==> src/rtl/uart_rx_fifo.sv <==
// uart_rx_fifo
// Receive-side byte buffer between the UART receiver and the CPU bus.
// Bytes announced by a rising edge on rx_status are queued in a circular
// FIFO of 2^DEPTH_LOG2 entries. The CPU drains it with rd_en. The block
// reports the fill level, raises a level interrupt at a threshold and keeps
// a sticky overrun flag for bytes dropped while full.
//
// Optional feature macro: UART_RX_FIFO_FWFT_EN
//   defined   : first-word-fall-through; rd_data shows the head entry and
//               rd_valid = ~empty.
//   undefined : registered read; rd_data updates only on an accepted pop
//               and rd_valid is a one-cycle pulse per pop.
//
// Ports
//   clk_50m      in   system clock, rising edge
//   reset_b      in   asynchronous active-low reset
//   rx_status    in   byte-ready strobe; only its rising edge writes
//   rx_data      in   received byte
//   rd_en        in   CPU pop request
//   overrun_clr  in   clears the sticky overrun flag
//   rd_data      out  byte delivered to the CPU
//   rd_valid     out  rd_data holds a popped (or head) byte
//   empty        out  count == 0
//   full         out  count == depth
//   count        out  number of stored bytes
//   overrun      out  sticky: a byte was dropped while full
//   irq          out  high while count >= IRQ_THRESHOLD
module uart_rx_fifo #(
  parameter int unsigned DEPTH_LOG2    = 4,
  parameter int unsigned IRQ_THRESHOLD = 1
) (
  input  logic                  clk_50m,
  input  logic                  reset_b,
  input  logic                  rx_status,
  input  logic [7:0]            rx_data,
  input  logic                  rd_en,
  input  logic                  overrun_clr,
  output logic [7:0]            rd_data,
  output logic                  rd_valid,
  output logic                  empty,
  output logic                  full,
  output logic [DEPTH_LOG2:0]   count,
  output logic                  overrun,
  output logic                  irq
);

  localparam int unsigned         DEPTH_C    = 1 << DEPTH_LOG2;
  localparam logic [DEPTH_LOG2:0] FULL_CNT_C = DEPTH_C[DEPTH_LOG2:0];
  localparam logic [DEPTH_LOG2:0] IRQ_CNT_C  = IRQ_THRESHOLD[DEPTH_LOG2:0];
  localparam logic [DEPTH_LOG2:0] ZERO_CNT_C = {(DEPTH_LOG2+1){1'b0}};
  localparam logic [DEPTH_LOG2:0] CNT_ONE_C  = {{DEPTH_LOG2{1'b0}}, 1'b1};
  localparam logic [DEPTH_LOG2-1:0] PTR_ONE_C = CNT_ONE_C[DEPTH_LOG2-1:0];
  localparam logic [DEPTH_LOG2-1:0] PTR_ZERO_C = ZERO_CNT_C[DEPTH_LOG2-1:0];

  logic                  rx_status_d_r;
  logic [DEPTH_LOG2-1:0] wr_ptr_r;
  logic [DEPTH_LOG2-1:0] rd_ptr_r;
  logic [DEPTH_LOG2:0]   count_r;
  logic                  empty_r;
  logic                  full_r;
  logic                  irq_r;
  logic                  overrun_r;
  logic [7:0]            mem_r [DEPTH_C];

  logic                  wr_stb_s;
  logic                  wr_acc_s;
  logic                  rd_acc_s;
  logic                  ovr_set_s;
  logic [DEPTH_LOG2:0]   count_nxt_s;

  // Write/read acceptance and next fill level.
  always_comb begin
    wr_stb_s = rx_status & ~rx_status_d_r;
    rd_acc_s = rd_en & ~empty_r;
    // When full, a write only fits if the same-cycle pop frees a slot.
    if (full_r) begin
      wr_acc_s  = wr_stb_s & rd_acc_s;
      ovr_set_s = wr_stb_s & ~rd_acc_s;
    end else begin
      wr_acc_s  = wr_stb_s;
      ovr_set_s = 1'b0;
    end
    case ({wr_acc_s, rd_acc_s})
      2'b10:   count_nxt_s = count_r + CNT_ONE_C;
      2'b01:   count_nxt_s = count_r - CNT_ONE_C;
      default: count_nxt_s = count_r;
    endcase
  end

  // Pointers, counter, edge detect and flags; flags are registered from the
  // next count so they always change on the same edge as count.
  always_ff @(posedge clk_50m or negedge reset_b) begin
    if (!reset_b) begin
      rx_status_d_r <= 1'b0;
      wr_ptr_r      <= PTR_ZERO_C;
      rd_ptr_r      <= PTR_ZERO_C;
      count_r       <= ZERO_CNT_C;
      empty_r       <= 1'b1;
      full_r        <= 1'b0;
      irq_r         <= 1'b0;
      overrun_r     <= 1'b0;
    end else begin
      rx_status_d_r <= rx_status;
      if (wr_acc_s) begin
        wr_ptr_r <= wr_ptr_r + PTR_ONE_C;
      end
      if (rd_acc_s) begin
        rd_ptr_r <= rd_ptr_r + PTR_ONE_C;
      end
      count_r <= count_nxt_s;
      empty_r <= (count_nxt_s == ZERO_CNT_C);
      full_r  <= (count_nxt_s == FULL_CNT_C);
      irq_r   <= (count_nxt_s >= IRQ_CNT_C);
      // A new drop in the same cycle as a clear keeps the flag set.
      if (ovr_set_s) begin
        overrun_r <= 1'b1;
      end else if (overrun_clr) begin
        overrun_r <= 1'b0;
      end
    end
  end

  // Storage array; cleared on reset so no stale byte is ever presented.
  always_ff @(posedge clk_50m or negedge reset_b) begin
    if (!reset_b) begin
      for (int i = 0; i < DEPTH_C; i++) begin
        mem_r[i] <= 8'h00;
      end
    end else if (wr_acc_s) begin
      mem_r[wr_ptr_r] <= rx_data;
    end
  end

`ifdef UART_RX_FIFO_FWFT_EN
  // Head entry is always on the bus; a pop exposes the next one a cycle later.
  assign rd_data  = mem_r[rd_ptr_r];
  assign rd_valid = ~empty_r;
`else
  logic [7:0] rd_data_r;
  logic       rd_valid_r;

  // Registered read: data captured and valid pulsed on each accepted pop.
  always_ff @(posedge clk_50m or negedge reset_b) begin
    if (!reset_b) begin
      rd_data_r  <= 8'h00;
      rd_valid_r <= 1'b0;
    end else begin
      rd_valid_r <= rd_acc_s;
      if (rd_acc_s) begin
        rd_data_r <= mem_r[rd_ptr_r];
      end
    end
  end

  assign rd_data  = rd_data_r;
  assign rd_valid = rd_valid_r;
`endif

  assign empty   = empty_r;
  assign full    = full_r;
  assign count   = count_r;
  assign overrun = overrun_r;
  assign irq     = irq_r;

endmodule
==> config.mk <==
export PLATFORM = sky130hd
export DESIGN_NAME = uart_rx_fifo
export DESIGN_NICKNAME = d
export VERILOG_FILES = /design/src/rtl/uart_rx_fifo.sv
export SDC_FILE = /design/constraint.sdc
export NUM_CORES = 1
export LEC_CHECK = 0
export ABC_AREA = 1
export CORE_ASPECT_RATIO = 1.75
export CORE_MARGIN = 5
export CORE_UTILIZATION = 38
export DETAILED_ROUTE_END_ITERATION = 8
export PLACE_DENSITY = 0.61
export SLEW_MARGIN = 20
export SYNTH_ARGS = -nofsm -noshare
export SYNTH_HDL_FRONTEND = slang
export SYNTH_SLANG_ARGS = --single-unit
==> constraint.sdc <==
create_clock -name clk_50m -period 2.55 [get_ports clk_50m]
set_clock_uncertainty 0.2 [all_clocks]
set_input_delay 0.255 -clock clk_50m [delete_from_list [all_inputs] [get_ports clk_50m]]
set_output_delay 0.255 -clock clk_50m [all_outputs]
set_load 0.03 [all_outputs]
### Yosys cells after proc, flatten, opt, wreduce, memory -nomap -nowiden

Cells that the tools add are included.

* order comparisons: 4
* reductions and logical operators: 3
* bitwise gates (word level): 9
* eq/ne operators: 3
* multiplexer cells: 11
* add/sub/neg operators: 4

Operator list (number)
* $bwmux W128: 1
* $bmux W8 S4: 1
* $demux W8 S4: 1
* $mux W8: 3
* $ge A5 B5 Y1 const B: 2
* $not A4 Y5: 2
* $pmux W5 S2: 1
* $add A4 B1 Y4 const B: 2
* $add A5 B1 Y5 const B: 1
* $eq A5 B5 Y1 const B: 1
* $ge A5 B1 Y1 const B: 1
* $logic_not A5 Y1: 1
* $lt A5 B1 Y1 const B: 1
* $sub A5 B1 Y5 const B: 1
* $and A1 B1 Y1: 4
* $mux W1: 4
* $not A1 Y1: 3
* $eq A2 B1 Y1 const B: 1
* $eq A2 B2 Y1 const B: 1
* $reduce_bool A2 Y1: 1
* $logic_and A1 B1 Y1: 1

* word-level logic and storage cells: 60
* flip-flop bits (word level): 155

### Longest topological paths before layout

* depth after elaboration: 7
* mapped depth: 18
* depth with buffers taken out: 18

### Least setup slack after synthesis

Ideal clock, no wire load.

* path type: register to register
* start point: register empty_r (netlist: empty)
* end point: register empty_r (netlist: empty)
* required time: 2283 ps
* stages on the path, launching flop included: 15
* period minus slack after synthesis: 2580 ps
* path slack: -30 ps
* buffers on the path: 1
* library setup time: 67 ps
* data arrival time: 2313 ps
* cells stage by stage: dfstp_2 inv_1 nand2_1 inv_1 clkbuf_1 ha_1 nand2_1 inv_1 nor2_1 ha_1 o21ai_0 nand2_1 nor2_1 nand3_1 nor2_1

* cells in the longest elaborated chain, start to end: 7
* elaborated cells on any way between the ends: 8
* those cells by class: 2 x eq/ne; 2 x mux; 3 x bitwise; 1 x reduce/logical

Ends and longest elaborated chain
* start: declaration: RTL line 59 `logic empty_r;`
* start signal: assignment: RTL line 111 `empty_r <= (count_nxt_s == ZERO_CNT_C);`
* $not A1 Y1 *: RTL line 74 `rd_acc_s = rd_en & ~empty_r;`
* $and A1 B1 Y1 *: RTL line 74
* net rd_acc_s: RTL line 67 `logic rd_acc_s;`
* $and A1 B1 Y1: RTL line 77 `wr_acc_s = wr_stb_s & rd_acc_s;`
* $mux W1: RTL line 76 `if (full_r) begin`
* $eq A2 B1 Y1 or $eq A2 B2 Y1 (tied branches): RTL line 83 `case ({wr_acc_s, rd_acc_s})`
* $pmux W5 S2 *: RTL line 83
* $logic_not A5 Y1 *: RTL line 111

The timed path passes the listed nets; every way through them passes the cells marked *.
A chain may end at the register's enable or synchronous reset.

### Worst setup path in the final report

* start point: register empty_r (netlist: empty)
* end point: register irq_r (netlist: irq)

* cells in the longest elaborated chain, start to end: 7
* elaborated cells on any way between the ends: 8
* those cells by class: 1 x order compare; 2 x eq/ne; 2 x mux; 3 x bitwise

Ends and longest elaborated chain
* $not A1 Y1 *: RTL line 74
* $and A1 B1 Y1 *: RTL line 74
* $and A1 B1 Y1: RTL line 77
* $mux W1: RTL line 76
* $eq A2 B1 Y1 or $eq A2 B2 Y1 (tied branches): RTL line 83
* $pmux W5 S2 *: RTL line 83
* $ge A5 B1 Y1 *: RTL line 113 `irq_r <= (count_nxt_s >= IRQ_CNT_C);`
* end signal: assignment: RTL line 113
* end: declaration: RTL line 61 `logic irq_r;`

Every way passes the cells marked *; elsewhere a longest branch is shown, timed or not.

==> summary.txt <==
Route
  – DR DRC count: 0
  – Remaining antenna violation count: 0
  – Vias: 5833
  – Wirelength per Cell: 16.6 um
  – DR iter-0 viols: 302
  – Vias/cell: 5.09
  – Drt total wl: 19.0 mm
  – Pre-antenna DRT Iters: 6

STA
  – Setup ws final: 148 ps
  – Final period utilization: 94.2%
  – Slew HR: 60.2%
  – Final Hold Vio Count: 0
  – Final Slew Violations: 0
  – Final setup viols: 0
  – Final Critical Period: 2400 ps
  – F_max: 416 MHz
  – Least-Margin Pin Slew: 596 ps

CTS
  – CTS tree: built
  – CTS max path bufs: 2
  – CTS Buf Count: 17
  – H-Tree Depth: 4
  – Reg clk slew, reported paths: 60 ps
  – Worst-Skew Late Latency: 430 ps
  – Number of clock sinks: 155
  – Clock root buffer master: clkbuf_16

Yosys
  – Post-synthesis simple-gate area fraction: 27.9%
  – Post-synthesis sequential area ratio: 52.5%
  – Area leader, netlist: dfrtp_1
  – Mapped cell area: 0.00739 mm2
  – Synth Area in Compound Gates: 11.1%
  – EDFF count, synth: 0
  – Post-synthesis mux area share: 0%
  – Async SR Flop Fraction: 100%
  – Synthesized flop and latch total: 155
  – Syn avg cell area: 8.51 um2
  – Synth Area in Adders: 1.36%
  – Synth Instances: 868
  – Synth Net Count: 889
  – Netlist cell types: 36
  – YS warnings: 0
  – Top cells by area, synth: dfrtp_1 (52%), nand2_1 (15%), nand3_1 (6.6%)
  – Ys flop type: dfrtp_1
  – XOR/XNOR Fraction of Synth Area: 0.830%
  – Share of the synthesized area in the top cell type: 52.2%
  – Main combinational cell family by area after synthesis: simple AND/OR/NAND/NOR gates

Floorplanning
  – Die area: 0.0224 mm2
  – Die Ht: 194 um
  – DIE WIDTH: 115 um
  – Core area: 0.0191 mm2
  – Io pins: 31
  – Initial Util: 38.6%
  – Row cnt: 67

Global route
  – Vias in the first global route: 5930
  – Pin count of the biggest net entering global routing: 66
  – Antenna violations before repair: 0
  – Gr ovfl total: 0
  – Met2 Usage GRT: 32.4%
  – Met3 Track Usage GR: 3.14%
  – Met1 usage: 21.4%
  – Most used routing layer: met2
  – Global-route wire length before repair: 31.7 mm
  – GRT Resource Usage Total: 18.2%

Setup path
  – Crit path to: irq
  – CP startpoint: empty
  – RR Startpoint: empty
  – Worst setup EP type: flip-flop
  – Worst R2R Setup Slack: 150 ps
  – Reg-to-Reg End: irq
  – Worst Path Arrival: 2520 ps
  – Register-to-Register Path Depth: 13
  – Crit path kind: flip-flop to flip-flop
  – Worst Path Max Fanout: 3
  – Critical Path RT: 2660 ps
  – CP Launch Type: flip-flop

Job
  – MaxCap Viol Count: 0

Min path
  – Hold/Removal Path Class: primary input to flip-flop
  – Worst hold start: rx_status

Power and ir drop
  – Pleak: 3.95 nW
  – Worst vdd ir: 0.493 mV
  – Pwr/cell area: 1300 mW/mm2

Place
  – I/O Buffers: 30
  – Gpl congestion: 0.810
  – Post-DP HPWL: 12.5 mm
  – DP Worst Slack: -130 ps
  – Cell Area, Placed: 0.00791 mm2

Finish
  – Final #Nets: 913
  – Share of layout cells above drive strength 1: 10.6%
  – Diode count: 0
  – Final Cell Area: 0.00859 mm2
  – Layout area overhead: 16.4%

Outcome
  – Outcome: completed
-- Yosys cell counts, types with 3 or more instances --
library cell,count
buf_4,8
nor2_1,20
nand3_1,97
o21ai_0,72
ha_1,8
clkbuf_1,20
o21ai_2,3
nand3_2,3
nand4_1,4
xor2_1,7
dfrtp_1,154
inv_1,32
nand2_2,3
buf_2,15
o21ai_1,64
nand2_1,304
buf_6,7
nand3_4,3
nand4_4,9
a21oi_1,17
-- metal layers --
layer	up-vias	share of wire, %	routed length, um
met5	-	0	0
met3	35	3.0	572
met4	0	2.6	500
met1	2801	40	7680
li1	2895	-	-
met2	102	54	10200
-- critical path: stages, from the launching register on --
cell	delay, ps
dfstp_2	530
inv_1	40
nand2_2	100
nand2_2	80
nand2_4	90
ha_4	140
nor2_1	50
nor2_1	140
ha_1	240
o21ai_0	210
nand2_1	100
nor2_2	140
buf_4	130
nand3_1	70
-- timing repair --
item	in CTS	in global routing
hold endpoints to repair	130	0
setup buffers	0	2
hold buffers	1	0
gates resized for setup	0	7
endpoints found under the setup margin	0	4
-- cell usage in the layout, fill, tap and decap left out, types with 2 or more instances in the layout --
cell type	count
bufinv_16	4
nand2_2	6
nor2_1	19
clkbuf_1	2
clkbuf_16	17
clkinv_4	4
nand3_1	96
o21ai_1	64
o21ai_2	3
inv_6	3
buf_4	22
nand3_4	3
xor2_1	7
ha_1	7
nand4_1	4
dfrtp_1	153
nand2_1	301
inv_1	30
clkinvlp_4	2
nand4_4	9
nor2_2	2
a21oi_1	17
o21ai_0	72
buf_12	4
o22ai_1	2
inv_2	4
clkdlybuf4s50_1	29
nand3_2	4
-- flip-flops by register name, indices dropped and copies added (netlist names) --
signal         flops
count              5
empty              1
full               1
irq                1
mem_r            128
overrun            1
rd_data            8
rd_ptr_r           4
rd_valid           1
rx_status_d_r      1
wr_ptr_r           4
-- power breakdown --
group          internal [W]  switching (W)
Combinational       0.00158        0.00277
Sequential          0.00347       0.000656
Clock               0.00168        0.00104
-- cells by family after synthesis --
group | Yosys count
AOI/OAI and AO/OA | 160
xor gates and xnor gates | 7
adders and majority gates | 8
buffers and inverters | 90
DFF | 155
and+or+nand+nor | 448
-- how the worst min path moves through the flow --
stage                          to  slack [ps]  cells past startpoint
floorplan                count[0]        -240                      0
global placement      wr_ptr_r[0]          20                      1
detailed placement      mem_r[57]          20                      1
CTS                 rx_status_d_r          70                      1
global route        rx_status_d_r          90                      1
finish              rx_status_d_r          90                      1
-- final cells by class --
class | instances | area [um2]
Clock buffer | 20 | 447
Clock inverter | 12 | 188
Fill cell | 1903 | 10500
Inverter | 38 | 151
Multi-Input combinational cell | 623 | 3070
Sequential cell | 155 | 3880
Tap cell | 241 | 302
Timing Repair Buffer | 57 | 557
-- stage by stage --
| step | instances | util [%] | total power (W) | setup TNS [ps] | hold slack (ps) |
|---|---|---|---|---|---|
| floorplan | 868 | - | 0.00708 | 0 | -241 |
| global placement | 1111 | 41.4 | 0.00842 | -171 | 17.4 |
| detailed placement | 1111 | 41.4 | 0.00850 | -342 | 20.2 |
| CTS | 1144 | 44.8 | 0.0113 | 0 | 74.1 |
| global route | 1146 | 45.0 | 0.0120 | -7.43 | 86.5 |
| finish | 1146 | 45.0 | 0.0112 | 0 | 93.9 |
Power figures use the tool's default switching activity.
